`config.mk`:
```
export PLATFORM = sky130hd
export DESIGN_NAME = fetch_stage
export DESIGN_NICKNAME = d
export VERILOG_FILES = /design/src/rtl/fetch_stage.sv
export SDC_FILE = /design/constraint.sdc
export NUM_CORES = 1
export LEC_CHECK = 0
export BUFFER_PORTS_ARGS = -buffer_cell sky130_fd_sc_hd__buf_2
export CORE_MARGIN = 4
export CORE_UTILIZATION = 30
export CTS_CLUSTER_DIAMETER = 150
export DETAILED_ROUTE_END_ITERATION = 6
export PLACE_DENSITY = 0.5
export SLEW_MARGIN = 10
export SYNTH_ARGS = -nofsm -noshare
export SYNTH_HDL_FRONTEND = slang
export SYNTH_SLANG_ARGS = --single-unit
```
`constraint.sdc`:
```
create_clock -name clk -period 3.1 [get_ports clk]
set_clock_uncertainty 0.2 [all_clocks]
set_input_delay 0.155 -clock clk [delete_from_list [all_inputs] [get_ports clk]]
set_output_delay 0.155 -clock clk [all_outputs]
set_load 0.02 [all_outputs]
```
`src/rtl/fetch_stage.sv`:
```
// fetch_stage: IF stage plus IF/ID pipeline register.
// Holds the PC, fetches over a combinational-read req/ready instruction port,
// and keeps one returned instruction in a buffer when a stall arrives
// together with fetch data, so that instruction is not lost.
module fetch_stage #(
    parameter int                ADDR_W   = 32,
    parameter int                INSTR_W  = 32,
    parameter logic [ADDR_W-1:0] RESET_PC = '0,
    parameter logic [ADDR_W-1:0] PC_STEP  = ADDR_W'(4)
) (
    input  logic               clk,
    input  logic               rst,              // asynchronous, active-low
    input  logic               hazard_detected,
    input  logic               branch_taken,
    input  logic [ADDR_W-1:0]  branch_addr,
    output logic               imem_req,
    output logic [ADDR_W-1:0]  imem_addr,
    input  logic [INSTR_W-1:0] imem_rdata,
    input  logic               imem_ready,
    output logic [ADDR_W-1:0]  if_id_pc,
    output logic [INSTR_W-1:0] if_id_instr,
    output logic               if_id_valid,
    output logic               fetch_stall
);

    // FETCH: a request is out for the instruction at pc.
    // HOLD:  the instruction at pc already sits in hold_buf; no request.
    localparam logic [0:0] ST_FETCH = 1'b0;
    localparam logic [0:0] ST_HOLD  = 1'b1;

    logic [0:0]         state_q,       state_d;
    logic [ADDR_W-1:0]  pc_q,          pc_d;
    logic [INSTR_W-1:0] hold_buf_q,    hold_buf_d;
    logic [ADDR_W-1:0]  if_id_pc_q,    if_id_pc_d;
    logic [INSTR_W-1:0] if_id_instr_q, if_id_instr_d;
    logic               if_id_valid_q, if_id_valid_d;

    logic [ADDR_W-1:0]  pc_next;

    // Sequential PC wraps naturally modulo 2^ADDR_W.
    assign pc_next = pc_q + PC_STEP;

    // Request only in FETCH and never while reset is asserted.
    assign imem_req    = rst && (state_q == ST_FETCH);
    assign imem_addr   = pc_q;
    assign fetch_stall = imem_req && !imem_ready;

    assign if_id_pc    = if_id_pc_q;
    assign if_id_instr = if_id_instr_q;
    assign if_id_valid = if_id_valid_q;

    // Next-state logic: branch redirect > hazard stall > normal flow.
    always_comb begin
        // NOTE: every _d starts as its _q so no path leaves a signal unassigned (no latch).
        state_d       = state_q;
        pc_d          = pc_q;
        hold_buf_d    = hold_buf_q;
        if_id_pc_d    = if_id_pc_q;
        if_id_instr_d = if_id_instr_q;
        if_id_valid_d = if_id_valid_q;

        if (branch_taken) begin
            // Redirect wins over everything: flush IF/ID, drop any buffered word.
            pc_d          = branch_addr;
            if_id_pc_d    = '0;
            if_id_instr_d = '0;
            if_id_valid_d = 1'b0;
            hold_buf_d    = '0;
            state_d       = ST_FETCH;
        end else if (state_q == ST_FETCH) begin
            if (imem_ready) begin
                if (hazard_detected) begin
                    // ID is frozen: park the returned word and stop requesting.
                    hold_buf_d = imem_rdata;
                    state_d    = ST_HOLD;
                end else begin
                    if_id_pc_d    = pc_next;
                    if_id_instr_d = imem_rdata;
                    if_id_valid_d = 1'b1;
                    pc_d          = pc_next;
                end
            end else if (!hazard_detected) begin
                // Memory wait with ID free to advance: insert a bubble.
                if_id_valid_d = 1'b0;
            end
        end else begin
            if (!hazard_detected) begin
                // Stall released: deliver the parked word and resume fetching.
                if_id_pc_d    = pc_next;
                if_id_instr_d = hold_buf_q;
                if_id_valid_d = 1'b1;
                pc_d          = pc_next;
                state_d       = ST_FETCH;
            end
        end
    end

    // State registers with asynchronous active-low reset.
    always_ff @(posedge clk or negedge rst) begin
        if (!rst) begin
            state_q       <= ST_FETCH;
            pc_q          <= RESET_PC;
            // NOTE: hold_buf is a single register, so it is cleared on reset like any other flop.
            hold_buf_q    <= '0;
            if_id_pc_q    <= '0;
            if_id_instr_q <= '0;
            if_id_valid_q <= 1'b0;
        end else begin
            // NOTE: non-blocking assignments so all flops update from pre-edge values.
            state_q       <= state_d;
            pc_q          <= pc_d;
            hold_buf_q    <= hold_buf_d;
            if_id_pc_q    <= if_id_pc_d;
            if_id_instr_q <= if_id_instr_d;
            if_id_valid_q <= if_id_valid_d;
        end
    end

endmodule

```
# Word level (Yosys, flattened, before mapping)
# Index checks and enable logic that the tools add are counted.
[totals]
mem_count = 0
mem_bits_rw = 0
mem_bits_ro = 0
input_bits = 69
out_inout_bits = 99
latchBits = 0
register_bits = 130
[classes]
muxes = 26
n_addsub = 1
order_cmp = 0
bitwise_logic = 1
n_div = 0
multipliers = 0
eq_ne = 4
n_shift = 0
n_reduce_logical = 8
[op_table]
columns = ["cell", "count"]
rows = [
  ["32-bit two-way mux", 17],
  ["32-bit by 3-bit adder with 32-bit output, second input constant", 1],
  ["1-bit two-way mux", 9],
  ["3-bit inequality test, second input constant", 2],
  ["3-bit AND reduction", 2],
  ["4-bit by 1-bit inequality test with 1-bit output, second input constant", 1],
  ["2-bit nonzero test", 2],
  ["3-bit nonzero test", 1],
  ["1-bit logical AND", 2],
  ["2-bit inequality test, second input constant", 1],
  ["1-bit logical NOT", 1],
  ["1-bit inverter", 1],
]

# Logic depth before layout (Yosys ltp)
# Gate-level depths: netlist of the first run.
[depth]
depth_word = 5
depth_mapped = 8
mapped_depth_nobuf = 5

# Worst setup path after synthesis of the first run
# Ideal clock, no wire load.
[synth_path]
path_type = "flip-flop to flip-flop"
start = "register pc_q[2], in the netlist imem_addr[2]"
end = "register pc_q[24], in the netlist imem_addr[24]"
setup_time_ps = 141
t_required_ps = 2759
path_slack_ps = 489
period_less_slack_ps = 2611
n_path_buf = 3
stages_incl_launch_ff = 9
t_arrival_ps = 2270
path_cell_list = "dfrtp_1 -> ha_1 -> nand3_1 -> or4_1 -> buf_2 -> buf_6 -> clkbuf_1 -> o41ai_1 -> a31oi_1"
[synth_via]
elab_chain_len = 5
[synth_lines]
columns = ["item", "line", "source"]
rows = [
  ["from (decl)", "32", "logic [ADDR_W-1:0] pc_q, pc_d;"],
  ["from (signal assigned)", "111", "pc_q <= pc_d;"],
  ["32-bit by 3-bit adder with 32-bit output (*)", "41", "assign pc_next = pc_q + PC_STEP;"],
  ["32-bit two-way mux (*)", "72, 87", ""],
  ["32-bit two-way mux", "71", "if (imem_ready) begin"],
  ["32-bit two-way mux (*)", "70", "end else if (state_q == ST_FETCH) begin"],
  ["32-bit two-way mux (*)", "62", "if (branch_taken) begin"],
]
# Mark *: on every way between the ends. The rest lies on a longest branch, timed or not. The select of a mux whose other input is x is not followed.
# A chain may end at the register's enable or synchronous reset.

# Worst setup path in the final report of the first run
[layout_path]
start = "register pc_q[3], in the netlist imem_addr[3]"
end = "register if_id_pc_q[20], in the netlist if_id_pc[20]"
[layout_via]
elab_chain_len = 5
[layout_lines]
columns = ["item", "line", "source"]
rows = [
  ["32-bit by 3-bit adder with 32-bit output (*)", "41", ""],
  ["32-bit two-way mux (*)", "72, 87", ""],
  ["32-bit two-way mux", "71", ""],
  ["32-bit two-way mux (*)", "70", ""],
  ["32-bit two-way mux (*)", "62", ""],
  ["to (signal assigned)", "113", "if_id_pc_q <= if_id_pc_d;"],
  ["to (decl)", "34", "logic [ADDR_W-1:0] if_id_pc_q, if_id_pc_d;"],
]
# Marked as above.

==> flow_summary.json, run 1 <==
{
  "synth-xor-area-share": 0.0318,
  "cts_resized": 0,
  "ctsLongestPathBuffers": 2,
  "p_per_area_nw_per_um2": 562,
  "drt_iter0_drc": 395,
  "start_util": 0.309,
  "syn_inst": 627,
  "post-route-period-util": 0.879,
  "die_h_um": 153,
  "port_buffers": 167,
  "status": "complete, no violations",
  "worst_ep_required_time_ps": 3230,
  "grt_pass1_vias": 6056,
  "antenna_found_initial": 0,
  "synth_compound_area_frac": 0.193,
  "startpoint_type": "register",
  "crit_start": "imem_addr[3]$_DFFE_PN0P_",
  "wire_per_inst_um": 18.5,
  "coreArea_um2": 20500,
  "worst-path-buf-inv": 0,
  "p_sw_mw": 1.47,
  "hold_violations": 0,
  "area_growth_pct": 37.6,
  "place_area_um2": 7420,
  "fin_crit_ps": 2730,
  "synth_fa_ha_area_frac": 0.00198,
  "post_cts_buffers": 0,
  "hold_path.class": "in2async",
  "ys_types": 41,
  "ir_drop_v": 0.000346,
  "slew_headroom": 0.304,
  "drc_errors": 0,
  "worstPathArrival_ps": 2850,
  "clk_pin_slew_ps": 60,
  "yosys-mux-area-fraction": 0.0542,
  "io_pins": 168,
  "endpoint_kind": "register",
  "grt_max_degree": 132,
  "critPathMaxStageDelay_ps": 820,
  "yosys.area_share.simple": 0.163,
  "combPwrFrac": 0.163,
  "hpwlAfterDp_um": 13500,
  "synth_seq_cells": 130,
  "via_per_inst": 5.25,
  "wirelength_um": 20700,
  "rows": 52,
  "cts_tree": "yes",
  "criticalPathCategory": "reg2reg",
  "worst-path-max-fanout": 22,
  "synth_area_um2": 6330,
  "cpLargestDelayFamily": "simple AND/OR/NAND/NOR gates",
  "cts_max_level": 4,
  "drtPass1Iterations": 4,
  "p_seq_frac": 0.398,
  "grtUsageTotal": 0.179,
  "clkLatencyLatePin_ps": 420,
  "routabilityCongestion": 0.811,
  "setup_violations": 0,
  "n_antenna_cell": 0,
  "rr_endpoint": "if_id_pc[20]$_DFFE_PN0P_",
  "die_x_um": 153,
  "crit_path_end": "if_id_pc[20]$_DFFE_PN0P_",
  "dieArea_um2": 23500,
  "max_freq_mhz": 367,
  "maxCapViolations": 0,
  "cp_common_cell": "or4_1",
  "cp_slowest_cell": "or4_1",
  "route.vias.total": 5868,
  "cp.depth": 5,
  "synth_top_family_by_area": "compound AO/OA/AOI/OAI gates",
  "nets": 904,
  "drive_above_1_share": 0.266,
  "rsz0062_at_grt": "no",
  "tns_ps": 0,
  "cts_made_buffers": 17,
  "overflow": 0,
  "p_int_mw": 3.42,
  "stdcell_area_um2": 8710,
  "synth_warnings": 0,
  "worstRegToRegCells": 5,
  "cts_sinks": 130,
  "drv_slew": 0,
  "cts-root-buf": "clkbuf_16",
  "grt_pass1_wl_um": 33900,
  "syn-num-nets": 697,
  "ys_seq_area_frac": 0.514,
  "power_frac_clock": 0.438,
  "tightest_slew_ps": 1040,
  "syn_avg_cell_area_um2": 10.1,
  "switching_share": 0.301,
  "crit_chain": "ha_1, nand3_1, or4_1, or4_1, a311oi_1",
  "final_antenna_net_count": 0,
  "regToRegStartpoint": "imem_addr[3]$_DFFE_PN0P_",
  "r2r_setup_slack_ps": 370,
  "leakage_nw": 3.80,
  "hold_buffers": 67
}
-- worst min path at each step --
| stage | from | endpoint | slack (ps) | cells after the start |
|---|---|---|---|---|
| 6_report | rst | if_id_instr[18]$_DFFE_PN0P_ | 50 | 2 |
| 5_1_grt | rst | if_id_instr[31]$_DFFE_PN0P_ | 80 | 2 |
| 4_1_cts | rst | if_id_instr[7]$_DFFE_PN0P_ | 50 | 2 |
| 3_5_place_dp | rst | hold_buf_q[3]$_DFFE_PN0P_ | -100 | 1 |
| 3_3_place_gp | rst | hold_buf_q[3]$_DFFE_PN0P_ | -110 | 1 |
| 2_1_floorplan | rst | hold_buf_q[0]$_DFFE_PN0P_ | -340 | 0 |
-- sequential cells by signal, indices dropped and copies added (netlist names) --
| signal | cells |
|---|---|
| if_id_pc | 32 |
| if_id_instr | 32 |
| state_q | 1 |
| if_id_valid | 1 |
| hold_buf_q | 32 |
| imem_addr | 32 |
-- routing by layer --
metal | part of all wire | GRT usage | wire length [um] | up-vias
li1 | - | - | - | 2766
met3 | 0.052 | 0.0418 | 1070 | 26
met5 | 0 | 0 | 0 | -
met1 | 0.45 | 0.246 | 9350 | 2902
met2 | 0.48 | 0.279 | 9870 | 174
met4 | 0.020 | 0.0581 | 410 | 0
-- layout make-up --
cell class	instances	area (um^2)
Tap cell	270	338
Fill cell	1990	11800
Clock buffer	17	425
Clock inverter	15	194
Timing Repair Buffer	248	1650
Multi-Input combinational cell	434	2840
Inverter	3	11.3
Sequential cell	130	3250
-- synth_stat cells (all sizes together) --
master	instances	area, um^2
nor3b	1	7.51
dfrtp	130	3250
o41ai	4	35.0
xnor2	13	114
a211oi	44	330
nand4	13	81.3
nor2	81	304
nor3	8	40.0
a21oi	6	30.0
o31ai	17	128
o211a	1	10.0
a31oi	24	150
xor2	10	87.6
clkinv	1	3.75
buf	15	80.1
mux2	2	22.5
and3	2	12.5
o21ba	1	10.0
nand3	11	60.1
ha	1	12.5
o21bai	1	7.51
a311oi	11	96.3
clkbuf	45	170
nor4	5	31.3
or3	15	93.8
inv	2	7.51
and4	3	26.3
or2	4	25.0
o21ai	29	145
nor2b	1	6.26
a22o	32	280
mux2i	32	320
nand2	34	128
nand4b	3	26.3
or4	25	191
-- power by group through the flow --
stage	registers, mW	clock network, mW	logic, mW
6_report	1.95	2.14	0.799
5_1_grt	1.97	2.28	0.881
4_1_cts	1.95	2.20	0.812
3_5_place_dp	1.98	0	0.742
3_3_place_gp	1.97	0	0.736
2_1_floorplan	2.06	0	0.328
-- through the flow --
step | hold slack (ps) | instances | power [mW] | setup slack, ps | utilization
global route | 79.1 | 1117 | 5.13 | 185 | 0.425
finish | 45.9 | 1117 | 4.89 | 374 | 0.425
CTS | 46.5 | 1117 | 4.96 | 366 | 0.425
floorplan | -341 | 627 | 2.39 | 489 | -
global placement | -110 | 1018 | 2.71 | 467 | 0.362
detailed placement | -102 | 1018 | 2.72 | 388 | 0.362
-- layout by cell type (no fill, tap or decap), drive strengths merged, types with 25 or more instances in the layout --
cell type,instances
a211oi,44
a22o,32
buf,181
dfrtp,130
dlygate4sd3,67
mux2i,32
nand2,34
nor2,81
o21ai,29
or4,25
-- logic make-up after synthesis --
kind of cell,count (synthesis)
compound gates,170
simple gates,206
fa+ha+maj,1
xor+xnor,23
flops,130
mux,34
buf+inv,63
Power figures use the tool's default switching activity.
==> run 2: changes to the inputs <==
- MAX_ROUTING_LAYER: not set -> met4
- RECOVER_POWER: not set -> 50
==> run 2 against run 1 <==
Effect of this change: register-to-register slack barely moved; sequential power barely moved; critical path type unchanged; combinational power fell by 2.6%; sequential share of layout area rose by 0.47 points; first-iteration DRC count fell by 2.5%; die area did not move; via count rose by 0.22%; flip-flop and latch count did not move; final area fell by 1.3%; critical endpoint unchanged.
==> flow_summary.json, run 2 (synthesis results as in run 1) <==
{
  "n_antenna_cell": 0,
  "final_cells": 1117,
  "rows": 52,
  "leakage_nw": 3.52,
  "overflow": 0,
  "p_total_mw": 4.88,
  "status": "complete, no violations",
  "crit_start": "imem_addr[3]$_DFFE_PN0P_",
  "drive_above_1_share": 0.179,
  "worst-path-max-fanout": 22,
  "cp_slowest_cell": "or4_1",
  "hold_path.class": "in2async",
  "drt_iter0_drc": 385,
  "worst_slack_ps": 375,
  "worstPathArrival_ps": 2860,
  "final_common_cell": "dfrtp_1",
  "grtUsageTotal": 0.184,
  "clk_pin_slew_ps": 60,
  "worstRegToRegCells": 5,
  "setup_violations": 0,
  "startpoint_type": "register",
  "worst_ep_required_time_ps": 3230,
  "cts-root-buf": "clkbuf_16",
  "start_util": 0.309,
  "rsz0062_at_grt": "no",
  "ctsLongestPathBuffers": 2,
  "post-route-period-util": 0.879,
  "die_x_um": 153,
  "hold_violations": 0,
  "via_per_inst": 5.26,
  "endpoint_kind": "register",
  "drtPass1Iterations": 4,
  "routabilityCongestion": 0.823,
  "drc_errors": 0,
  "fin_crit_ps": 2730,
  "antenna_found_initial": 0,
  "die_h_um": 153,
  "cp_common_cell": "or4_1",
  "max_freq_mhz": 367,
  "cts_sinks": 130,
  "drv_slew": 0,
  "port_buffers": 167,
  "regToRegStartpoint": "imem_addr[3]$_DFFE_PN0P_",
  "area_growth_pct": 35.9,
  "cts_tree": "yes",
  "utilization": 0.419,
  "grt_pass1_vias": 6057,
  "dieArea_um2": 23500,
  "r2r_setup_slack_ps": 370,
  "final_antenna_net_count": 0,
  "p_per_area_nw_per_um2": 567,
  "io_pins": 168,
  "wirelength_um": 20700,
  "clkLatencyLatePin_ps": 430,
  "critPathMaxStageDelay_ps": 820,
  "grt_max_degree": 132,
  "ir_drop_v": 0.000348,
  "grt_pass1_wl_um": 33900,
  "nets": 904,
  "place_area_um2": 7420,
  "route.vias.total": 5881,
  "tightest_slew_ps": 1410,
  "cts_max_level": 4,
  "stdcell_area_um2": 8600,
  "hpwlAfterDp_um": 13500,
  "coreArea_um2": 20500,
  "wire_per_inst_um": 18.6,
  "rr_endpoint": "if_id_pc[20]$_DFFE_PN0P_",
  "fin_hold_ws_ps": 37.8,
  "dp_cells": 1018,
  "crit_chain": "ha_1, nand3_1, or4_1, or4_1, a311oi_1",
  "cts_made_buffers": 17,
  "worst-path-buf-inv": 0,
  "cpLargestDelayFamily": "simple AND/OR/NAND/NOR gates",
  "maxCapViolations": 0,
  "slew_headroom": 0.0572,
  "criticalPathCategory": "reg2reg",
  "layout_common_cells": "dfrtp_1, buf_2, nor2_1, clkbuf_1, dlygate4sd3_1",
  "tns_ps": 0,
  "dp_slack_ps": 388
}
[run 2: cell types whose count changed in the layout (fill, tap and decap cells not counted), sizes merged]
cell | previous run | this run
buf | 181 | 107
clkbuf | 17 | 91
[run 2: timing repair]
| action | 4_1_cts | 5_1_grt |
|---|---|---|
| endpoints found under the hold margin | 228 | 0 |
| resized for setup | 0 | 0 |
| hold buffers | 67 | 0 |
| buffers inserted | 0 | 0 |
[run 2: worst max-delay path by stage]
stage,to,slack [ps],cells past startpoint
after floorplan,imem_addr[24]$_DFFE_PN0P_,490,8
after global placement,if_id_pc[26]$_DFFE_PN0P_,470,5
after detailed placement,if_id_pc[20]$_DFFE_PN0P_,390,5
after CTS,if_id_pc[20]$_DFFE_PN0P_,370,5
after global routing,if_id_pc[20]$_DFFE_PN0P_,180,5
final,if_id_pc[20]$_DFFE_PN0P_,370,5
[run 2: routing by layer]
| layer | share of wire | track usage |
|---|---|---|
| met5 | 0 | - |
| met4 | 0.020 | 0.0581 |
| met3 | 0.048 | 0.0410 |
| met2 | 0.48 | 0.279 |
| met1 | 0.46 | 0.246 |
[run 2: area by class of cell]
class | instances | area (um^2)
Multi-Input combinational cell | 434 | 2830
Fill cell | 2023 | 11900
Tap cell | 270 | 338
Inverter | 3 | 11.3
Clock inverter | 15 | 194
Clock buffer | 17 | 425
Timing Repair Buffer | 248 | 1540
Sequential cell | 130 | 3250
[run 2: power breakdown]
group | internal, mW | switching (mW)
Sequential | 1.82 | 0.133
Clock | 1.29 | 0.860
Combinational | 0.291 | 0.487
==> run 3: changes to the inputs <==
- CORE_UTILIZATION: 30 -> 53
- PLACE_DENSITY: 0.5 -> 0.8
==> run 3 against run 2 <==
Effect of this change: the run now ends with max-capacitance violations, max-slew violations left; sequential power about the same; count of clock-buffer cells in the layout grew 4; die area is 41% lower; core utilization rose by 31 points; fmax shrank 4.6%; final cell count down 12%; via count increased by 3.1%; sequential share of layout area up 0.91 points; final area is 2.4% lower; combinational power barely moved; wire length shrank 8.4%; first-iteration DRC count grew 95%; critical path type unchanged; largest cell class unchanged.
==> flow_summary.json, run 3 (synthesis results as in run 1) <==
{
  "nets": 902,
  "critPathMaxStageDelay_ps": 840,
  "antenna_found_initial": 0,
  "clkLatencyLatePin_ps": 420,
  "hp-start": "branch_taken",
  "leakage_nw": 3.57,
  "worst-path-max-fanout": 25,
  "p_per_area_nw_per_um2": 560,
  "drive_above_1_share": 0.205,
  "worstHoldEndpoint": "state_q$_DFF_PN0_",
  "worstRegToRegCells": 5,
  "overflow": 0,
  "fillers": 827,
  "worst_ep_required_time_ps": 3190,
  "fin_crit_ps": 2860,
  "maxCapViolations": 1,
  "post-route-period-util": 0.921,
  "wirelength_um": 19000,
  "criticalPathCategory": "reg2reg",
  "cp_common_cell": "or4_1",
  "grtUsageTotal": 0.290,
  "cts_max_level": 4,
  "coreArea_um2": 11600,
  "area_growth_pct": 32.7,
  "via_per_inst": 6.14,
  "tns_ps": 0,
  "whs_path_depth": 4,
  "layout_common_cells": "dfrtp_1, buf_2, nor2_1, dlygate4sd3_1, clkbuf_1",
  "rows": 39,
  "worstPathArrival_ps": 2940,
  "routabilityCongestion": 0.877,
  "clk_pin_slew_ps": 60,
  "drv_slew": 88,
  "dp_slack_ps": 314,
  "r2r_setup_slack_ps": 240,
  "multiInputGateArea_um2": 2830,
  "port_buffers": 167,
  "rsz0062_at_grt": "no",
  "drtPass1Iterations": 5,
  "die_x_um": 117,
  "status": "finished, violations left",
  "drc_errors": 0,
  "cts_tree": "yes",
  "hpwlAfterDp_um": 11600,
  "final_antenna_net_count": 0,
  "grt_pass1_wl_um": 29800,
  "dieArea_um2": 13700,
  "grt_max_degree": 132,
  "cpLargestDelayFamily": "simple AND/OR/NAND/NOR gates",
  "worst_slack_ps": 244,
  "cts-root-buf": "clkbuf_16",
  "regArea_um2": 3250,
  "route.vias.total": 6065,
  "final_common_cell": "dfrtp_1",
  "die_h_um": 117,
  "grt_pass1_vias": 5883,
  "n_antenna_cell": 0,
  "cts_sinks": 130,
  "hold_violations": 0,
  "ctsLongestPathBuffers": 2,
  "setup_violations": 0,
  "start_util": 0.547,
  "hold_path.class": "in2reg",
  "crit_chain": "ha_1, nand3_1, or4_1, or4_1, a311oi_1",
  "rr_endpoint": "if_id_pc[22]$_DFFE_PN0P_",
  "endpoint_kind": "register",
  "cp_slowest_cell": "or4_1",
  "regToRegStartpoint": "imem_addr[2]$_DFFE_PN0P_",
  "cts_made_buffers": 17,
  "io_pins": 168,
  "worst-path-buf-inv": 0,
  "wire_per_inst_um": 19.2,
  "slew_headroom": -0.211,
  "violations": "max-capacitance violations, max-slew violations",
  "startpoint_type": "register",
  "tightest_slew_ps": 1820,
  "ir_drop_v": 0.000304,
  "max_freq_mhz": 350,
  "drt_iter0_drc": 750
}
==> run 3: cell count changes in the layout (fill, tap and decap cells not counted), sizes merged <==
cell / previous run / this run
bufinv: 3 / 2
buf: 107 / 128
inv: 9 / 2
clkbuf: 91 / 72
clkinvlp: 0 / 2
clkinv: 6 / 7
==> run 3: report_power, final <==
part / switching, mW / total (mW) / internal [mW] / leakage (nW)
combinational: 0.481 / 0.777 / 0.296 / 1.61
clock: 0.732 / 1.97 / 1.23 / 0.284
sequential: 0.134 / 1.95 / 1.82 / 1.68
==> run 3: through the flow <==
stage / area (um^2) / util / std cells / hold WS [ps] / power [mW]
detailed placement: 7220 / 0.625 / 888 / -152 / 2.69
global route: 8390 / 0.726 / 987 / 224 / 4.88
floorplan: 6330 / - / 627 / -341 / 2.39
CTS: 8490 / 0.734 / 987 / 72.3 / 4.72
finish: 8390 / 0.726 / 987 / 185 / 4.70
global placement: 7220 / 0.625 / 888 / -157 / 2.66
==> run 3: worst max path at each step <==
stage / from / end / cells after the start
6_report: imem_addr[2]$_DFFE_PN0P_ / if_id_pc[22]$_DFFE_PN0P_ / 5
5_1_grt: imem_addr[2]$_DFFE_PN0P_ / if_id_pc[24]$_DFFE_PN0P_ / 5
4_1_cts: imem_addr[2]$_DFFE_PN0P_ / if_id_pc[24]$_DFFE_PN0P_ / 5
3_5_place_dp: imem_addr[2]$_DFFE_PN0P_ / if_id_pc[24]$_DFFE_PN0P_ / 5
3_3_place_gp: imem_addr[2]$_DFFE_PN0P_ / if_id_pc[20]$_DFFE_PN0P_ / 5
2_1_floorplan: imem_addr[2]$_DFFE_PN0P_ / imem_addr[24]$_DFFE_PN0P_ / 8
==> run 3: area by class of cell <==
class,count,share of cell area
clock buffers,21,0.0560
clock inverters,10,0.0130
multi-input cells,434,0.337
flip-flops and latches,130,0.388
repair buffers,246,0.183
well taps,143,0.0213
inverters,3,0.00134
==> run 3: worst register-to-register path, cell delays in order (launching register included) <==
cell and delay [ps]:
dfrtp_1 470, ha_1 280, nand3_1 120, or4_1 840, or4_1 530, a311oi_1 290
==> run 3: layer usage <==
layer | track usage | part of all wire
met4 | 0.107 | 0.021
met1 | 0.372 | 0.41
met2 | 0.445 | 0.49
met3 | 0.0746 | 0.081
met5 | - | 0
==> run 3: what timing repair did <==
item,in CTS,in global routing
gates resized for setup,0,0
hold buffers,68,0
endpoints found under the setup margin,0,0
endpoints found under the hold margin,228,0
setup buffers,0,0
